$ cat config.mk
export PLATFORM = sky130hd
export DESIGN_NAME = mem_access_unit
export DESIGN_NICKNAME = d
export VERILOG_FILES = /design/src/rtl/mem_access_unit.sv
export SDC_FILE = /design/constraint.sdc
export NUM_CORES = 1
export LEC_CHECK = 0
export CAP_MARGIN = 0
export CORE_MARGIN = 1
export CORE_UTILIZATION = 52
export DETAILED_ROUTE_END_ITERATION = 10
export GPL_ROUTABILITY_DRIVEN = 0
export HOLD_SLACK_MARGIN = 0.12
export PLACE_DENSITY = 0.81
export SETUP_SLACK_MARGIN = 0.15
export SLEW_MARGIN = 30
export SYNTH_ARGS = -nofsm -noshare
export SYNTH_HDL_FRONTEND = slang
export SYNTH_SLANG_ARGS = --single-unit
$ cat constraint.sdc
create_clock -name clk_i -period 9.1 [get_ports clk_i]
set_clock_uncertainty 0.05 [all_clocks]
set_input_delay 1.82 -clock clk_i [delete_from_list [all_inputs] [get_ports clk_i]]
set_output_delay 1.82 -clock clk_i [all_outputs]
set_load 0.1 [all_outputs]
$ cat src/rtl/mem_access_unit.sv
// mem_access_unit: load/store master between the multicycle datapath and a req/gnt + rvalid bus.
// Optional feature macro MEM_MISALIGNED_EN: allow misaligned accesses, split into two beats when crossing a word.
module mem_access_unit #(
   parameter int unsigned TIMEOUT_CYCLES = 256
) (
   input  logic        clk_i,
   input  logic        reset_i,
   input  logic        req_valid_i,
   input  logic        req_we_i,
   input  logic [1:0]  req_size_i,
   input  logic [31:0] req_addr_i,
   input  logic [31:0] req_wdata_i,
   output logic        busy_o,
   output logic        rsp_valid_o,
   output logic [31:0] rsp_rdata_o,
   output logic        err_o,
   output logic        bus_req_o,
   input  logic        bus_gnt_i,
   output logic [31:0] bus_addr_o,
   output logic        bus_we_o,
   output logic [3:0]  bus_be_o,
   output logic [31:0] bus_wdata_o,
   input  logic        bus_rvalid_i,
   input  logic [31:0] bus_rdata_i
);

   localparam logic [1:0] SIZE_BYTE = 2'd0;
   localparam logic [1:0] SIZE_HALF = 2'd1;
   localparam logic [1:0] SIZE_WORD = 2'd2;

   localparam int unsigned      WD_W    = (TIMEOUT_CYCLES > 1) ? $clog2(TIMEOUT_CYCLES) : 1;
   localparam logic [WD_W-1:0]  WD_LAST = WD_W'((TIMEOUT_CYCLES > 0) ? TIMEOUT_CYCLES - 1 : 0);
   localparam logic             WD_EN   = (TIMEOUT_CYCLES != 0);

   typedef enum logic [2:0] {
      ST_IDLE  = 3'd0,
      ST_ADDR0 = 3'd1,
      ST_DATA0 = 3'd2,
      ST_ADDR1 = 3'd3,
      ST_DATA1 = 3'd4,
      ST_RESP  = 3'd5
   } state_t;

   state_t            state_r;
   state_t            state_nxt_s;
   logic [31:0]       addr_r;
   logic [31:0]       wdata_r;
   logic [31:0]       beat0_r;
   logic [31:0]       rdata_r;
   logic [1:0]        size_r;
   logic              we_r;
   logic              err_r;
   logic [WD_W-1:0]   wdog_r;

   logic              legal_s;
   logic              split_s;
   logic              busy_s;
   logic              bus_req_s;
   logic              beat1_s;
   logic              wd_hit_s;
   logic              timeout_s;
   logic [1:0]        off_s;
   logic [3:0]        nbytes_s;
   logic [7:0]        be_s;
   logic [63:0]       wdata_wide_s;

   function automatic logic [3:0] size_bytes(input logic [1:0] size);
      case (size)
         SIZE_BYTE: size_bytes = 4'd1;
         SIZE_HALF: size_bytes = 4'd2;
         SIZE_WORD: size_bytes = 4'd4;
         default:   size_bytes = 4'd0;
      endcase
   endfunction

   // Two beats are concatenated as beat1:beat0 before the shift, so one extractor serves both cases.
   function automatic logic [31:0] extract_rdata(input logic [63:0] raw, input logic [1:0] off,
                                                 input logic [3:0] nbytes);
      logic [31:0] mask;
      case (nbytes)
         4'd1:    mask = 32'h0000_00FF;
         4'd2:    mask = 32'h0000_FFFF;
         4'd4:    mask = 32'hFFFF_FFFF;
         default: mask = 32'h0000_0000;
      endcase
      extract_rdata = 32'(raw >> {off, 3'b000}) & mask;
   endfunction

   // Legality of the request being presented; only consulted in IDLE.
   always_comb begin
      legal_s = 1'b0;
      case (req_size_i)
`ifdef MEM_MISALIGNED_EN
         SIZE_BYTE, SIZE_HALF, SIZE_WORD: legal_s = 1'b1;
`else
         SIZE_BYTE: legal_s = 1'b1;
         SIZE_HALF: legal_s = ~req_addr_i[0];
         SIZE_WORD: legal_s = (req_addr_i[1:0] == 2'b00);
`endif
         default:   legal_s = 1'b0;
      endcase
   end

   // Lane steering for the latched access; upper byte-enable nibble belongs to beat 1.
   always_comb begin
      off_s        = addr_r[1:0];
      nbytes_s     = size_bytes(size_r);
      be_s         = ((8'd1 << nbytes_s) - 8'd1) << off_s;
      wdata_wide_s = {32'd0, wdata_r} << {off_s, 3'b000};
`ifdef MEM_MISALIGNED_EN
      split_s      = |be_s[7:4];
`else
      split_s      = 1'b0;
`endif
   end

   // Next-state logic; a handshake in the watchdog's last cycle still wins over the timeout.
   always_comb begin
      state_nxt_s = state_r;
      timeout_s   = 1'b0;
      wd_hit_s    = WD_EN && (wdog_r == WD_LAST);
      case (state_r)
         ST_IDLE: begin
            if (req_valid_i) begin
               state_nxt_s = legal_s ? ST_ADDR0 : ST_RESP;
            end else begin
               state_nxt_s = ST_IDLE;
            end
         end
         ST_ADDR0, ST_ADDR1: begin
            if (bus_gnt_i) begin
               state_nxt_s = (state_r == ST_ADDR0) ? ST_DATA0 : ST_DATA1;
            end else if (wd_hit_s) begin
               state_nxt_s = ST_RESP;
               timeout_s   = 1'b1;
            end else begin
               state_nxt_s = state_r;
            end
         end
         ST_DATA0: begin
            if (bus_rvalid_i) begin
               state_nxt_s = split_s ? ST_ADDR1 : ST_RESP;
            end else if (wd_hit_s) begin
               state_nxt_s = ST_RESP;
               timeout_s   = 1'b1;
            end else begin
               state_nxt_s = ST_DATA0;
            end
         end
         ST_DATA1: begin
            if (bus_rvalid_i) begin
               state_nxt_s = ST_RESP;
            end else if (wd_hit_s) begin
               state_nxt_s = ST_RESP;
               timeout_s   = 1'b1;
            end else begin
               state_nxt_s = ST_DATA1;
            end
         end
         ST_RESP: state_nxt_s = ST_IDLE;
         default: state_nxt_s = ST_IDLE;
      endcase
   end

   // State register.
   always_ff @(posedge clk_i or posedge reset_i) begin
      if (reset_i) begin
         state_r <= ST_IDLE;
      end else begin
         state_r <= state_nxt_s;
      end
   end

   // Watchdog: restarts on every state change, counts while waiting on the bus.
   always_ff @(posedge clk_i or posedge reset_i) begin
      if (reset_i) begin
         wdog_r <= {WD_W{1'b0}};
      end else if (!WD_EN || (state_nxt_s != state_r)) begin
         wdog_r <= {WD_W{1'b0}};
      end else if (busy_s) begin
         wdog_r <= wdog_r + WD_W'(1);
      end else begin
         wdog_r <= wdog_r;
      end
   end

   // Request capture, read-data merge and response flags; rdata/err are only non-zero in RESP.
   always_ff @(posedge clk_i or posedge reset_i) begin
      if (reset_i) begin
         addr_r  <= 32'd0;
         wdata_r <= 32'd0;
         size_r  <= 2'd0;
         we_r    <= 1'b0;
         beat0_r <= 32'd0;
         rdata_r <= 32'd0;
         err_r   <= 1'b0;
      end else begin
         case (state_r)
            ST_IDLE: begin
               rdata_r <= 32'd0;
               if (req_valid_i) begin
                  addr_r  <= req_addr_i;
                  wdata_r <= req_wdata_i;
                  size_r  <= req_size_i;
                  we_r    <= req_we_i;
                  err_r   <= ~legal_s;
               end else begin
                  err_r   <= 1'b0;
               end
            end
            ST_ADDR0, ST_ADDR1: begin
               if (timeout_s) begin
                  err_r <= 1'b1;
               end
            end
            ST_DATA0: begin
               if (bus_rvalid_i) begin
                  beat0_r <= bus_rdata_i;
                  rdata_r <= (we_r || split_s) ? 32'd0
                             : extract_rdata({32'd0, bus_rdata_i}, off_s, nbytes_s);
               end else if (timeout_s) begin
                  err_r <= 1'b1;
               end
            end
            ST_DATA1: begin
               if (bus_rvalid_i) begin
                  rdata_r <= we_r ? 32'd0 : extract_rdata({bus_rdata_i, beat0_r}, off_s, nbytes_s);
               end else if (timeout_s) begin
                  err_r <= 1'b1;
               end
            end
            ST_RESP: begin
               rdata_r <= 32'd0;
               err_r   <= 1'b0;
            end
            default: begin
               rdata_r <= 32'd0;
               err_r   <= 1'b0;
            end
         endcase
      end
   end

   assign busy_s    = (state_r != ST_IDLE) && (state_r != ST_RESP);
   assign bus_req_s = (state_r == ST_ADDR0) || (state_r == ST_ADDR1);
   assign beat1_s   = (state_r == ST_ADDR1);

   assign busy_o      = busy_s;
   assign rsp_valid_o = (state_r == ST_RESP);
   assign rsp_rdata_o = rdata_r;
   assign err_o       = err_r;
   assign bus_req_o   = bus_req_s;
   assign bus_addr_o  = bus_req_s ? ({addr_r[31:2], 2'b00} + (beat1_s ? 32'd4 : 32'd0)) : 32'd0;
   assign bus_we_o    = bus_req_s & we_r;
   assign bus_be_o    = bus_req_s ? (beat1_s ? be_s[7:4] : be_s[3:0]) : 4'd0;
   assign bus_wdata_o = (bus_req_s && we_r) ? (beat1_s ? wdata_wide_s[63:32] : wdata_wide_s[31:0])
                                            : 32'd0;

endmodule

# After elaboration in Yosys (flattened, before gate mapping)
# Cells that the tools add are included.
word_totals:
  elab_cells: 92
  inputBits: 104
  regBits: 143
  out_inout_bits: 105
classes:
  shift: 5
  mux: 37
  n_bitwise: 6
  n_eq_ne: 18
  n_reduce_logical: 14
  n_addsub: 3
op_table:
  columns: ["operator", "n"]
  rows:
  - ["2-to-1 mux 32 bit", 10]
  - ["case mux 32 bit (3 select lines)", 2]
  - ["bitwise AND 32 bit", 2]
  - ["left shift 32 x 5 -> 64 bit", 1]
  - [">> shifter 64 x 5 -> 32 bit", 1]
  - ["adder 32 x 3 -> 32 bit", 1]
  - [">> shifter 32 x 5 -> 32 bit", 1]
  - ["2-to-1 mux 3 bit", 8]
  - ["2-to-1 mux 8 bit", 2]
  - ["case mux 3 bit (4 select lines)", 1]
  - ["case mux 3 bit (3 select lines)", 1]
  - ["adder 8 x 1 -> 8 bit (second input constant)", 1]
  - ["== test 8 bit (second input constant)", 1]
  - ["2-to-1 mux 1 bit", 8]
  - ["2-to-1 mux 4 bit", 2]
  - ["left shift 1 x 4 -> 8 bit (first input constant)", 1]
  - ["left shift 8 x 2 -> 8 bit", 1]
  - ["subtractor 8 x 1 -> 8 bit (second input constant)", 1]
  - ["== test 3 x 2 -> 1 bit (second input constant)", 2]
  - ["== test 3 bit (second input constant)", 2]
  - ["logical NOT 2 bit", 3]
  - ["!= test 2 bit (second input constant)", 3]
  - ["case mux 1 bit (3 select lines)", 2]
  - ["== test 2 x 1 -> 1 bit (second input constant)", 2]
  - ["18 further kinds", 24]

# Depth between registers and ports, before layout
logic_depth:
  word_depth: 10
  mapped_depth: 11
  depth_no_buf: 10

# Worst setup path after synthesis
# Ideal clock, no wire load.
synth_path:
  kind: "register -> output"
  start: "register state_r[2]"
  end: "output bus_wdata_o[24]"
  arrival_ns: 3.873
  path_stages_with_launch: 8
  required_time_ns: 7.230
  path_buffers: 2
  slack_ns: 3.357
  path_cell_list: "dfrtp_1 nand2b_1 buf_2 inv_2 nand2_1 or2_2 clkbuf_1 a211oi_1"
synth_between:
  elab_chain_len: 4
  word_cells_on_any_way: 6
  classes_between: "eq/ne (2); mux (2); reduce/logical (2)"
synth_rtl:
  columns: ["item", "line_no", "source"]
  rows:
  - ["from (decl)", "44", "state_t state_r;"]
  - ["from (signal assigned)", "170", "state_r <= state_nxt_s;"]
  - ["== test 3 x 1 -> 1 bit or == test 3 x 2 -> 1 bit (tied branches)", "245", "assign bus_req_s = (state_r == ST_ADDR0) || (state_r == ST_ADDR1);"]
  - ["logical OR 1 bit (*)", "245", null]
  - ["named net bus_req_o", "17", "output logic bus_req_o,"]
  - ["logical AND 1 bit (*)", "256", "assign bus_wdata_o = (bus_req_s && we_r) ? (beat1_s ? wdata_wide_s[63:32] : wdata_wide_s[31:0])"]
  - ["2-to-1 mux 32 bit (*)", "256", null]
  - ["to (decl)", "22", "output logic [31:0] bus_wdata_o,"]
# Mark *: on every way through the listed nets, which the timed path passes. The rest lies on a longest branch.

# Worst setup path in the final report
layout_path:
  start: "register state_r[1]"
  end: "output bus_addr_o[28]"
layout_between:
  elab_chain_len: 4
  word_cells_on_any_way: 6
  classes_between: "add/sub (1); eq/ne (2); mux (2); reduce/logical (1)"
layout_rtl:
  columns: ["item", "line_no", "source"]
  rows:
  - ["== test 3 x 2 -> 1 bit", "245, 246", null]
  - ["2-to-1 mux 3 bit", "253", "assign bus_addr_o = bus_req_s ? ({addr_r[31:2], 2'b00} + (beat1_s ? 32'd4 : 32'd0)) : 32'd0;"]
  - ["adder 32 x 3 -> 32 bit", "253", null]
  - ["2-to-1 mux 32 bit (*)", "253", null]
  - ["to (decl)", "19", "output logic [31:0] bus_addr_o,"]
# Every way passes the cells marked *; elsewhere a longest branch is shown, timed or not.

==> metrics.yaml <==
job:
  cap_viol_max_count: 0
global_routing:
  grt_max_degree: 74
  antenna_found_initial: 1
  grt_pass1_wl_um: 41100
  grt_pass1_vias: 7824
  track_usage: 0.292
  grt_overflow: 0
place:
  place_inst: 1272
  pre_cts_ws_ps: 2380
  portBuffers: 206
  dp_hpwl_um: 17700
routing:
  vias: 7993
  ant_nets: 0
  drc: 0
  postRouteWirelength_um: 25800
  wire_per_inst_um: 19.8
  drtPass1Iterations: 5
  drt_iter0_drc: 492
  viasPerCell: 6.12
synthesis:
  yosysUniqueCellTypes: 60
  ys_top_cells_by_count: "dfrtp_1, mux2_2, nor2_1, mux2i_1, a21oi_1"
  yosys-top-cells-area: "dfrtp_1, mux2_2, mux2i_1, nor2_1, a21oi_1"
  syn_area_sq_um: 9150
  netlist_instances: 905
  syn_avg_cell_area_sq_um: 10.1
  ys.flop_type: "dfrtp_1"
  synth_most_common_cell: "dfrtp_1"
  synth_edf_count: 0
  synth-seq-cells: 143
  ys_async_sr_fraction: 1.00
  ys_seq_area_frac: 0.391
  synth_top_cell_by_area: "dfrtp_1"
  synth_top_area_share: 0.391
  yosys_warnings: 0
clock_network:
  hold_buffers: 0
  numCtsBuffers: 17
  cts_tree: "built"
  clock_path_buffers: 2
  cts_resized: 0
  cts_setup_buffers: 0
  htreeDepth: 4
  cts.sinks: 143
  cts-root-buf: "clkbuf_16"
  clk_pin_slew_ps: 60
  insertion_delay_ps: 430
power:
  p_int_uw: 2290
  power_frac_comb: 0.602
  clockPowerShare: 0.137
  sw_frac_of_total: 0.523
  worst_ir_drop_vdd_uv: 241
  power.density_nw_per_um2: 408
  switching_power_uw: 2510
  power_frac_seq: 0.261
  power.leakage_uw: 0.00461
critical_path:
  start_kind: "flop"
  ff2ff_setup_slack_ps: 6150
  reg2reg_from: "state_r[1]"
  crit_path_end_kind: "primary output"
  cp_data_arrival_time_ps: 5430
  cp_slowest_stage_delay_ps: 1140
  critPathBufInv: 3
  path_common_cell: "ha_1"
  crit_slowest_cell: "clkdlybuf4s50_1"
  critPathRequiredTime_ps: 7230
  crit_start: "state_r[1]"
  critPathMaxFanout: 44
  worst-setup-path-type: "flop to primary output"
  critPathTopFamily: "simple AND/OR/NAND/NOR gates"
  crit_chain: "buf_4 -> nor2b_1 -> nand2_1 -> inv_1 -> ha_1 -> ha_1 -> and2_1 -> nand3_1 -> nor4_1 -> xnor2_1 -> nor2_1 -> clkdlybuf4s50_1"
sta:
  worstMarginPinSlew_ps: 1030
  setup_viol: 0
  max_freq_ghz: 0.137
  rsz0062_at_grt: "no"
  hold_viol: 0
  post-route-period-util: 0.802
  slew_viol_final: 0
  hold_ws_ps: 425
  fin_tns_setup_ps: 0
  relSlewSlack: 0.313
  setup_slack_ps: 1800
  fin_crit_ps: 7300
run_status:
  outcome: "finished, final reports clean"
cells_and_area:
  final_layout_size_suffix_gt1_frac: 0.182
  fillers: 1326
  stdcell_count: 1306
  finish.net_count: 1179
  area_delta_synth_final_pct: 28.5
floorplanning:
  die_width_um: 135
  start_util: 0.531
  core_sq_um: 17200
  io_pins: 209
  die_height_um: 135
  die_area_sq_um: 18100
  rows: 48
min_path:
  min-delay-start: "rsp_rdata_o[22]"
  min-delay-path-class: "flop to flop"
==> worst min-delay path: stages, from the launching register on <==
cell     delay (ps)
dfrtp_1         340
nand2_1          60
o21ai_2          50
==> state kept, by name, indices dropped and copies added, names as in the netlist <==
register     flops
addr_r          32
beat0_r         32
err_o            1
rsp_rdata_o     32
size_r           2
state_r          3
wdata_r         32
wdog_r           8
we_r             1
==> per-layer routing <==
layer	global-route usage	share of wire
met3	0.0687	0.071
met5	0	0
met2	0.468	0.47
met1	0.375	0.42
met4	0.133	0.041
==> cells in the final DEF (no fill, tap or decap), drive strengths merged, types with 3 or more instances in the layout <==
master,n
a211oi,14
a21oi,55
a221oi,8
a22o,7
a22oi,17
a2bb2oi,9
a32o,9
and2,8
and3,5
and4,5
buf,13
clkbuf,18
clkdlybuf4s50,203
clkinv,5
clkinvlp,7
dfrtp,143
ha,9
inv,12
mux2,114
mux2i,65
mux4,8
nand2,48
nand2b,5
nand3,12
nand4,11
nor2,102
nor2b,7
nor3,23
nor4,9
o211ai,3
o21ai,31
o221ai,10
o22a,15
o22ai,8
or2,4
or3,3
or3b,3
xnor2,20
xor2,16
==> logic make-up after synthesis <==
family	synth area share
muxes	0.231
and+or+nand+nor	0.130
adders and majority gates	0.0123
DFF	0.391
buffers and inverters	0.0494
other	0.000410
xor gates and xnor gates	0.0345
AOI/OAI and AO/OA	0.152
==> power groups by stage <==
stage                     logic (uW)  registers (uW)  clock network, uW
after floorplan                 2220            1270                  0
after global placement          2820            1240                  0
after detailed placement        2870            1250                  0
after CTS                       2890            1240                664
after global routing            3050            1290                693
final                           2890            1250                658
==> per-stage QoR <==
| stage | utilization | cell area (sq um) | power, uW |
|---|---|---|---|
| 2_1_floorplan | - | 9160 | 3490 |
| 3_3_place_gp | 0.647 | 11200 | 4050 |
| 3_5_place_dp | 0.650 | 11200 | 4120 |
| 4_1_cts | 0.682 | 11800 | 4800 |
| 5_1_grt | 0.682 | 11800 | 5040 |
| 6_report | 0.682 | 11800 | 4800 |
==> cell type report <==
type / instances / area (sq um) / share of cell area
inverter: 11 / 46.3 / 0.00394
tap: 225 / 282 / 0.0239
timing repair buffer: 216 / 2160 / 0.183
antenna: 2 / 5.00 / 0.000426
multi-input combinational: 677 / 5130 / 0.436
clock buffer: 18 / 429 / 0.0365
clock inverter: 14 / 120 / 0.0102
sequential: 143 / 3590 / 0.305
==> path summary, 6_finish.rpt <==
check                             endpoint  depth (start not counted)
max in group asynchronous  rsp_rdata_o[20]                          4
max                         bus_addr_o[28]                         12
max reg2reg                    beat0_r[26]                          4
min                        rsp_rdata_o[22]                          2
min reg2reg                rsp_rdata_o[22]                          2
min in group asynchronous      wdata_r[10]                          2
Note: power is estimated with default switching activity, not from simulation.
